===== src/rtl/rv32_pkg.sv =====
// Shared RV32I load/store definitions: widths, funct3 encodings, LSU states,
// and access-size helpers used by the memory stage and its lane aligner.
package rv32_pkg;

  localparam int XLEN = 32;
  localparam int RD_W = 5;

  localparam logic [2:0] F3_B  = 3'b000;
  localparam logic [2:0] F3_H  = 3'b001;
  localparam logic [2:0] F3_W  = 3'b010;
  localparam logic [2:0] F3_BU = 3'b100;
  localparam logic [2:0] F3_HU = 3'b101;

  typedef enum logic [1:0] {
    IDLE = 2'd0,
    REQ  = 2'd1,
    WAIT = 2'd2,
    RESP = 2'd3
  } lsu_state_t;

  typedef enum logic [1:0] {
    SZ_B = 2'd0,
    SZ_H = 2'd1,
    SZ_W = 2'd2
  } lsu_size_t;

  // Reserved funct3 codes (011, 110, 111) fall through to a full-word access.
  function automatic lsu_size_t f3_size(input logic [2:0] f3);
    lsu_size_t sz;
    sz = SZ_W;
    case (f3)
      F3_B, F3_BU: sz = SZ_B;
      F3_H, F3_HU: sz = SZ_H;
      default:     sz = SZ_W;
    endcase
    return sz;
  endfunction

  function automatic logic [1:0] align_off(input lsu_size_t sz, input logic [1:0] off);
    logic [1:0] o;
    o = off;
    case (sz)
      SZ_H:    o = {off[1], 1'b0};
      SZ_W:    o = 2'b00;
      default: o = off;
    endcase
    return o;
  endfunction

  function automatic logic is_misaligned(input lsu_size_t sz, input logic [1:0] off);
    logic m;
    m = 1'b0;
    case (sz)
      SZ_H:    m = off[0];
      SZ_W:    m = |off;
      default: m = 1'b0;
    endcase
    return m;
  endfunction

endpackage


===== src/rtl/lsu_mem_stage_if.sv =====
// Data-memory bus between the LSU (master) and the memory system (slave):
// request/grant handshake plus a separate read-valid return.
interface lsu_mem_stage_if;
  import rv32_pkg::*;

  logic            mem_req;
  logic            mem_we;
  logic [XLEN-1:0] mem_addr;
  logic [3:0]      mem_wstrb;
  logic [XLEN-1:0] mem_wdata;
  logic            mem_gnt;
  logic            mem_rvalid;
  logic [XLEN-1:0] mem_rdata;

  modport master (
    output mem_req, mem_we, mem_addr, mem_wstrb, mem_wdata,
    input  mem_gnt, mem_rvalid, mem_rdata
  );

  modport slave (
    input  mem_req, mem_we, mem_addr, mem_wstrb, mem_wdata,
    output mem_gnt, mem_rvalid, mem_rdata
  );

endinterface


===== src/rtl/lsu_align.sv =====
// Byte-lane steering: store strobes/replicated data and load extraction with
// sign or zero extension. The offset arrives already aligned to the access size.
module lsu_align
  import rv32_pkg::*;
(
  input  logic [2:0]      funct3,
  input  logic [1:0]      off,
  input  logic [XLEN-1:0] st_data,
  input  logic [XLEN-1:0] ld_word,
  output logic [3:0]      st_strb,
  output logic [XLEN-1:0] st_wdata,
  output logic [XLEN-1:0] ld_data
);

  lsu_size_t   sz;
  logic        sgn;
  logic [7:0]  ld_byte;
  logic [15:0] ld_half;

  assign sz      = f3_size(funct3);
  assign sgn     = (funct3 == F3_B) || (funct3 == F3_H);
  assign ld_byte = ld_word[{off, 3'b000} +: 8];
  assign ld_half = off[1] ? ld_word[31:16] : ld_word[15:0];

  always_comb begin
    st_strb  = 4'hF;
    st_wdata = st_data;
    ld_data  = ld_word;
    case (sz)
      SZ_B: begin
        st_strb  = 4'b0001 << off;
        st_wdata = {4{st_data[7:0]}};
        ld_data  = {{24{sgn & ld_byte[7]}}, ld_byte};
      end
      SZ_H: begin
        st_strb  = 4'b0011 << off;
        st_wdata = {2{st_data[15:0]}};
        ld_data  = {{16{sgn & ld_half[15]}}, ld_half};
      end
      default: ;
    endcase
  end

endmodule


===== src/rtl/lsu_mem_stage.sv =====
// RV32I memory-access stage: one bus transaction per request, result to write-back.
// Optional LSU_MISALIGN_TRAP_EN turns misaligned accesses into an error response.
//
// state | meaning
// IDLE  | ready for a new request; request fields latched on req_valid
// REQ   | mem_req held with stable address/data until mem_gnt
// WAIT  | load granted, waiting for mem_rvalid
// RESP  | one-cycle resp_valid to write-back
module lsu_mem_stage
  import rv32_pkg::*;
(
  input  logic            clk,
  input  logic            rst,
  input  logic            req_valid,
  output logic            req_ready,
  input  logic            req_we,
  input  logic [2:0]      req_funct3,
  input  logic [XLEN-1:0] req_addr,
  input  logic [XLEN-1:0] req_wdata,
  input  logic [RD_W-1:0] req_rd,
  output logic            resp_valid,
  output logic            resp_wb,
  output logic [RD_W-1:0] resp_rd,
  output logic [XLEN-1:0] resp_rdata,
  output logic            resp_err,
  lsu_mem_stage_if.master mem
);

  lsu_state_t      state_q, state_d;
  logic            we_q, we_d;
  logic [2:0]      funct3_q, funct3_d;
  logic [XLEN-1:0] addr_q, addr_d;
  logic [XLEN-1:0] wdata_q, wdata_d;
  logic [RD_W-1:0] rd_q, rd_d;
  logic [XLEN-1:0] rdata_q, rdata_d;
  logic            err_q, err_d;

  lsu_size_t       req_sz;
  logic [1:0]      req_off;
  logic [3:0]      lane_strb;
  logic [XLEN-1:0] lane_wdata;
  logic [XLEN-1:0] lane_rdata;
  logic            in_req;

  assign req_sz  = f3_size(req_funct3);
  assign req_off = align_off(req_sz, req_addr[1:0]);

`ifdef LSU_MISALIGN_TRAP_EN
  logic req_mis;
  assign req_mis = is_misaligned(req_sz, req_addr[1:0]);
`endif

  lsu_align u_align (
    .funct3   (funct3_q),
    .off      (addr_q[1:0]),
    .st_data  (wdata_q),
    .ld_word  (mem.mem_rdata),
    .st_strb  (lane_strb),
    .st_wdata (lane_wdata),
    .ld_data  (lane_rdata)
  );

  always_comb begin
    state_d  = state_q;
    we_d     = we_q;
    funct3_d = funct3_q;
    addr_d   = addr_q;
    wdata_d  = wdata_q;
    rd_d     = rd_q;
    rdata_d  = rdata_q;
    err_d    = err_q;
    case (state_q)
      IDLE: begin
        if (req_valid) begin
          we_d     = req_we;
          funct3_d = req_funct3;
          addr_d   = {req_addr[XLEN-1:2], req_off};
          wdata_d  = req_wdata;
          rd_d     = req_rd;
          rdata_d  = '0;
          err_d    = 1'b0;
          state_d  = REQ;
`ifdef LSU_MISALIGN_TRAP_EN
          if (req_mis) begin
            err_d   = 1'b1;
            state_d = RESP;
          end
`endif
        end
      end
      REQ: begin
        if (mem.mem_gnt) begin
          if (we_q) begin
            state_d = RESP;
          end else if (mem.mem_rvalid) begin
            // zero-latency read: data arrives with the grant
            rdata_d = lane_rdata;
            state_d = RESP;
          end else begin
            state_d = WAIT;
          end
        end
      end
      WAIT: begin
        if (mem.mem_rvalid) begin
          rdata_d = lane_rdata;
          state_d = RESP;
        end
      end
      RESP:    state_d = IDLE;
      default: state_d = IDLE;
    endcase
  end

  always_ff @(posedge clk or negedge rst) begin
    if (!rst) begin
      state_q  <= IDLE;
      we_q     <= 1'b0;
      funct3_q <= '0;
      addr_q   <= '0;
      wdata_q  <= '0;
      rd_q     <= '0;
      rdata_q  <= '0;
      err_q    <= 1'b0;
    end else begin
      state_q  <= state_d;
      we_q     <= we_d;
      funct3_q <= funct3_d;
      addr_q   <= addr_d;
      wdata_q  <= wdata_d;
      rd_q     <= rd_d;
      rdata_q  <= rdata_d;
      err_q    <= err_d;
    end
  end

  // Bus outputs are gated to zero outside REQ so the bus is quiet when idle.
  assign in_req        = (state_q == REQ);
  assign req_ready     = (state_q == IDLE);
  assign mem.mem_req   = in_req;
  assign mem.mem_we    = in_req & we_q;
  assign mem.mem_addr  = in_req ? {addr_q[XLEN-1:2], 2'b00} : '0;
  assign mem.mem_wstrb = (in_req & we_q) ? lane_strb : 4'h0;
  assign mem.mem_wdata = (in_req & we_q) ? lane_wdata : '0;

  assign resp_valid = (state_q == RESP);
  assign resp_wb    = resp_valid & ~we_q & ~err_q;
  assign resp_rd    = resp_valid ? rd_q : '0;
  assign resp_rdata = resp_valid ? rdata_q : '0;
  assign resp_err   = resp_valid & err_q;

endmodule

===== src/flat_wrapper.sv =====
// flat-port wrapper written by rule: the top's interface ports become plain ports
module lsu_mem_stage_flat import rv32_pkg::*;
  (clk, rst, req_valid, req_ready, req_we, req_funct3, req_addr, req_wdata, req_rd, resp_valid, resp_wb, resp_rd, resp_rdata, resp_err, mem_mem_req, mem_mem_we, mem_mem_addr, mem_mem_wstrb, mem_mem_wdata, mem_mem_gnt, mem_mem_rvalid, mem_mem_rdata);
  lsu_mem_stage_if mem_i ();
  input  logic clk;
  input  logic rst;
  input  logic req_valid;
  output logic req_ready;
  input  logic req_we;
  input  logic [2:0] req_funct3;
  input  logic [XLEN-1:0] req_addr;
  input  logic [XLEN-1:0] req_wdata;
  input  logic [RD_W-1:0] req_rd;
  output logic resp_valid;
  output logic resp_wb;
  output logic [RD_W-1:0] resp_rd;
  output logic [XLEN-1:0] resp_rdata;
  output logic resp_err;
  output wire logic [$bits(mem_i.mem_req)-1:0] mem_mem_req;
  output wire logic [$bits(mem_i.mem_we)-1:0] mem_mem_we;
  output wire logic [$bits(mem_i.mem_addr)-1:0] mem_mem_addr;
  output wire logic [$bits(mem_i.mem_wstrb)-1:0] mem_mem_wstrb;
  output wire logic [$bits(mem_i.mem_wdata)-1:0] mem_mem_wdata;
  input wire logic [$bits(mem_i.mem_gnt)-1:0] mem_mem_gnt;
  input wire logic [$bits(mem_i.mem_rvalid)-1:0] mem_mem_rvalid;
  input wire logic [$bits(mem_i.mem_rdata)-1:0] mem_mem_rdata;
  assign mem_mem_req = mem_i.mem_req;
  assign mem_mem_we = mem_i.mem_we;
  assign mem_mem_addr = mem_i.mem_addr;
  assign mem_mem_wstrb = mem_i.mem_wstrb;
  assign mem_mem_wdata = mem_i.mem_wdata;
  assign mem_i.mem_gnt = mem_mem_gnt;
  assign mem_i.mem_rvalid = mem_mem_rvalid;
  assign mem_i.mem_rdata = mem_mem_rdata;
  lsu_mem_stage u_core (.clk(clk), .rst(rst), .req_valid(req_valid), .req_ready(req_ready), .req_we(req_we), .req_funct3(req_funct3), .req_addr(req_addr), .req_wdata(req_wdata), .req_rd(req_rd), .resp_valid(resp_valid), .resp_wb(resp_wb), .resp_rd(resp_rd), .resp_rdata(resp_rdata), .resp_err(resp_err), .mem(mem_i));
endmodule

===== config.mk =====
export PLATFORM = sky130hd
export DESIGN_NAME = lsu_mem_stage_flat
export DESIGN_NICKNAME = d
export VERILOG_FILES = /design/src/rtl/rv32_pkg.sv /design/src/rtl/lsu_mem_stage_if.sv /design/src/rtl/lsu_align.sv /design/src/rtl/lsu_mem_stage.sv /design/src/flat_wrapper.sv
export SDC_FILE = /design/constraint.sdc
export NUM_CORES = 1
export LEC_CHECK = 0
export BUFFER_PORTS_ARGS = -buffer_cell sky130_fd_sc_hd__buf_2
export CORE_MARGIN = 10
export CORE_UTILIZATION = 53
export DETAILED_ROUTE_END_ITERATION = 10
export PLACE_DENSITY = 0.86
export SLEW_MARGIN = 15
export SYNTH_ARGS = -nofsm -noshare
export SYNTH_HDL_FRONTEND = slang
export SYNTH_SLANG_ARGS = --single-unit

===== constraint.sdc =====
create_clock -name clk -period 3.26 [get_ports clk]
set_input_delay 0.163 -clock clk [delete_from_list [all_inputs] [get_ports clk]]
set_output_delay 0.163 -clock clk [all_outputs]
set_load 0.05 [all_outputs]

# Yosys cells after proc, flatten, opt, wreduce, memory -nomap -nowiden
# Cells that the tools add are included.
# classes
addsub	0
mul	0
div	0
order_cmp	0
n_eq_ne	16
n_shift	3
n_mux	23
n_bitwise	5
reduce_logical	13
# ops
op	n
2-to-1 mux 32 bit	7
case mux 32 bit (2 select lines)	2
case mux 32 bit (3 select lines)	1
variable part select 32 x 6 -> 8 bit	1
2-to-1 mux 16 bit	1
== test 3 bit (second input constant)	4
case mux 2 bit (2 select lines)	3
2-to-1 mux 2 bit	4
inequality test 2 bit (second input constant)	4
case mux 2 bit (4 select lines)	1
case mux 4 bit (2 select lines)	1
OR reduction 2 bit	4
== test 2 x 1 -> 1 bit (second input constant)	3
== test 2 bit (second input constant)	3
== test 3 x 1 -> 1 bit (second input constant)	2
zero test 3 bit	2
2-to-1 mux 5 bit	1
bitwise AND 1 bit	4
zero test 2 bit	2
2-to-1 mux 4 bit	1
AND reduction 4 bit	1
left shift 1 x 2 -> 4 bit (first input constant)	1
left shift 2 x 2 -> 4 bit (first input constant)	1
AND reduction 3 bit	1
5 further kinds	5
# totals
ff_bits	107
latchBits	0
ramBits	0
romBits	0
input_bits	110
n_memories	0

# Longest topological paths before layout
# depth
word_depth	9
mapped_depth	9
depth_no_buf	6

# Modules after synthesis
# From an unflattened synthesis, not the netlist that was laid out.
# unflattened
hier_cells	623
hier_area_um2	6263.5
# by_module_without_submodules
mod	n_inst	cells_per_inst	area_each_um2	seq_area_each_um2
lsu_mem_stage	1	439	5063.6	2677.6
lsu_align	1	184	1199.9	0.0

# Worst setup path after synthesis
# Ideal clock, no wire load.
# synth_timing
path_kind	reg2out
start	register u_core.state_q[1]
end	output mem_mem_wstrb[3]
t_arrival_ns	2.697
required_ns	3.097
path_slack_ns	0.400
path_stages_with_launch	7
n_path_buf	0
cell_sequence	dfrtp_1 inv_1 ha_1 nand2_1 inv_1 o21ai_0 a21oi_1
# synth_between
elab_chain_len	3
# synth_rtl
element	line	text
start: declaration	lsu_mem_stage.sv:29	lsu_state_t state_q, state_d;
start signal: assignment	lsu_mem_stage.sv:126	state_q <= state_d;
== test 2 x 1 -> 1 bit	lsu_mem_stage.sv:138	assign in_req = (state_q == REQ);
net mem_mem_req	flat_wrapper.sv:19	output wire logic [$bits(mem_i.mem_req)-1:0] mem_mem_req;
bitwise AND 1 bit	-	
net mem_mem_we	flat_wrapper.sv:20	output wire logic [$bits(mem_i.mem_we)-1:0] mem_mem_we;
2-to-1 mux 4 bit	lsu_mem_stage.sv:143	assign mem.mem_wstrb = (in_req & we_q) ? lane_strb : 4'h0;
end: declaration	flat_wrapper.sv:22	output wire logic [$bits(mem_i.mem_wstrb)-1:0] mem_mem_wstrb;
# The timed path passes the listed nets, and every way through them passes these cells.

# Worst setup path in the final report
# layout_timing
start	register u_core.addr_q[1]
end	output mem_mem_wstrb[2]
# layout_between
elab_chain_len	3
elab_cells_between_ends	4
classes_between	shift (2); mux (2)
# layout_rtl
element	line	text
start: declaration	lsu_mem_stage.sv:32	logic [XLEN-1:0] addr_q, addr_d;
start signal: assignment	lsu_mem_stage.sv:129	addr_q <= addr_d;
left shift 2 x 2 -> 4 bit or left shift 1 x 2 -> 4 bit (tied branches)	lsu_align.sv:36, lsu_align.sv:31	
case mux 4 bit (2 select lines) *	lsu_align.sv:29	case (sz)
2-to-1 mux 4 bit *	lsu_mem_stage.sv:143	
# Every way passes the cells marked *; elsewhere a longest branch is shown, timed or not.

==> results.yml <==
critical_path:
  required_ns: 3.10
  start_kind: "flip-flop"
  critPathMaxStageDelay_ns: 0.87
  crit_path_end_kind: "primary output"
  arrival_ns: 2.48
  crit_family: "simple AND/OR/NAND/NOR gates"
  crit_path_frequent_cell: "nor3_1"
  crit_fanout: 19
  worstPathCellList: "nor2b_1, nor3_1, nor3_1, buf_2"
  cp_slowest_cell: "dfrtp_1"
  crit_buf_inv: 1
  worst-setup-path-type: "reg2out"
synth:
  ys.flop_type: "dfrtp_1"
  ys_types: 42
  avgSynthCellArea_um2: 10.5
  synth_cells: 547
  synth-edff-count: 0
  synth_area_mm2: 0.00576
  synthArstFlopShare_pct: 100
  ys_ff_latch: 107
  ys_seq_area_share_pct: 46.5
  yosys_warnings: 0
grt:
  antenna_found_initial: 2
  overflow: 0
  grt_max_degree: 83
  grt_pass1_wl_um: 28000
  first_global_vias: 5318
  track_usage_pct: 21.8
sta:
  finalCriticalPeriod_ns: 2.64
  fin_ws_ns: 0.615
  hold_ws_ns: -0.0326
  skew_ns: 0.00482
  max-slew-margin-rel_pct: 31.1
  rsz0062_at_grt: "no"
  setup-tns-final_ns: 0
  setup_viol: 0
  worstMarginPinSlew_ns: 1.03
  fin_crit_sh_pct: 81.1
  finalMaxSlewViolations: 0
  finalHoldViolCount: 44
  max_freq_mhz: 378
status:
  violations: "hold timing"
  status: "finished, violations left"
place:
  dp_cells: 866
  dpl_worst_slack_ns: 0.687
  globalplace.congestion: 0.869
  place_hpwl_um: 13300
  io_buffers: 217
power_and_ir_drop:
  vdd_drop_max_mv: 0.748
  p_per_area_mw_per_mm2: 1060
  leakagePower_nw: 3.67
finish:
  layout.cells.non_filler: 885
  layout.nets: 854
  area_growth_pct: 23.4
  layout-drive-gt1-share_pct: 42.9
detailed_routing:
  route.detailed.drc: 0
  finalWirelength_um: 17600
  ant_nets: 0
  drt_iter0_markers: 403
  avgViaCountPerCell: 5.65
  wl_per_cell_um: 19.8
  dr.pass1.iters: 5
  num_vias: 5002
clock_network:
  root_buffer: "clkbuf_8"
  cts.sinks: 107
  cts_buffer_depth: 2
  clk-insertion-delay-late_ns: 0.36
  clkTransAtPathRegs_ns: 0.10
  htreeDepth: 3
  cts_buffers: 9
  cts_tree: "built"
  postCtsSetupBuffers: 0
floorplan:
  core_mm2: 0.0107
  rows: 38
  initial_core_util_pct: 53.6
  ios: 221
  die_area_mm2: 0.0154
  die_h_um: 124
  die_w_um: 124
job:
  maxCapViolCount: 0
min_path:
  hp-class: "in2async"
cell usage after synthesis (all sizes together) (9+ instances only):
cell type    n  area [um^2]
o31ai        9         67.6
nor2        36          135
a21oi       26          130
a221o       16          160
buf         20          135
mux2        72          811
inv          9         33.8
o211ai      14          105
and2        70          440
nand2       42          158
dfrtp      107         2680
mux2i       25          250
clkbuf      26         97.6
flip-flops by register name, summed over array words and instances (netlist names):
name	count
u_core.funct3_q	3
u_core.addr_q	32
u_core.wdata_q	32
u_core.state_q	2
u_core.rdata_q	32
u_core.rd_q	5
u_core.we_q	1
final timing paths:
kind | startpoint | to | slack (ns) | depth (start not counted)
worst max-delay path | u_core.addr_q[1]$_DFFE_PN0P_ | mem_mem_wstrb[2] | 0.62 | 4
worst min-delay path | rst | u_core.rd_q[2]$_DFFE_PN0P_ | -0.03 | 1
worst max register to register | u_core.state_q[0]$_DFFE_PN0P_ | u_core.rdata_q[27]$_DFFE_PN0P_ | 0.63 | 6
worst min register to register | u_core.rdata_q[5]$_DFFE_PN0P_ | u_core.rdata_q[5]$_DFFE_PN0P_ | 0.49 | 2
max in group asynchronous | rst | u_core.addr_q[28]$_DFFE_PN0P_ | 2.49 | 2
min in group clk | req_wdata[16] | u_core.wdata_q[16]$_DFFE_PN0P_ | 0.02 | 2
stage by stage:
step | cell area (um^2) | util (%) | power, W
floorplan | 5770 | - | 0.00567
global placement | 6860 | 63.9 | 0.00650
detailed placement | 6860 | 63.9 | 0.00667
CTS | 7100 | 66.1 | 0.00760
global route | 7110 | 66.2 | 0.00806
finish | 7110 | 66.2 | 0.00757
placed cells by master (no fill, tap or decap), drive strengths merged, types with 2 or more instances in the layout:
cell type and n:
buf 223, dfrtp 107, mux2 72, and2 70, nand2 42, nor2 36, a21oi 26, mux2i 25
a221o 16, o211ai 14, clkbuf 12, o31ai 9, inv 9, and3 8, a22o 8, a22oi 7
or3 7, o21bai 7, o21ai 6, ha 5, nor2b 4, nor3 4, nand2b 4, conb 3
or2 2, bufinv 2, dlygate4sd3 2, clkinv 2
power by group:
group	internal (W)	leakage, nW	switching [W]	total (W)
Clock	0.000474	0.113	0.000443	0.000917
Combinational	0.00149	2.24	0.00263	0.00412
Sequential	0.00192	1.31	0.000608	0.00253
Total	0.00389	3.67	0.00368	0.00757
metal layers:
layer	global-route usage (%)	wire (um)
met1	25.9	7020
met2	35.3	8330
met5	0	23
met4	6.37	277
met3	9.06	1900
kinds of logic after synthesis:
| group | Yosys count | synth area share (%) |
|---|---|---|
| other | 1 | 0.0651 |
| adders and majority gates | 5 | 1.09 |
| buffers and inverters | 56 | 4.69 |
| and+or+nand+nor | 181 | 16.4 |
| AOI/OAI and AO/OA | 99 | 12.5 |
| muxes | 98 | 18.8 |
| DFF | 107 | 46.5 |
timing repair:
action,CTS,global route
resized for setup,0,0
hold buffers,1,1
hold endpoints to repair,1,1
area by class of cell:
class	count	area [um^2]
antenna	1	2.50
clock buffer	12	155
clock inverter	4	72.6
fill	882	3630
inverter	10	37.5
multi-input combinational	386	2840
sequential	107	2680
tap	140	175
timing repair buffer	225	1150
No activity file was read; power rests on OpenSTA's default activity.
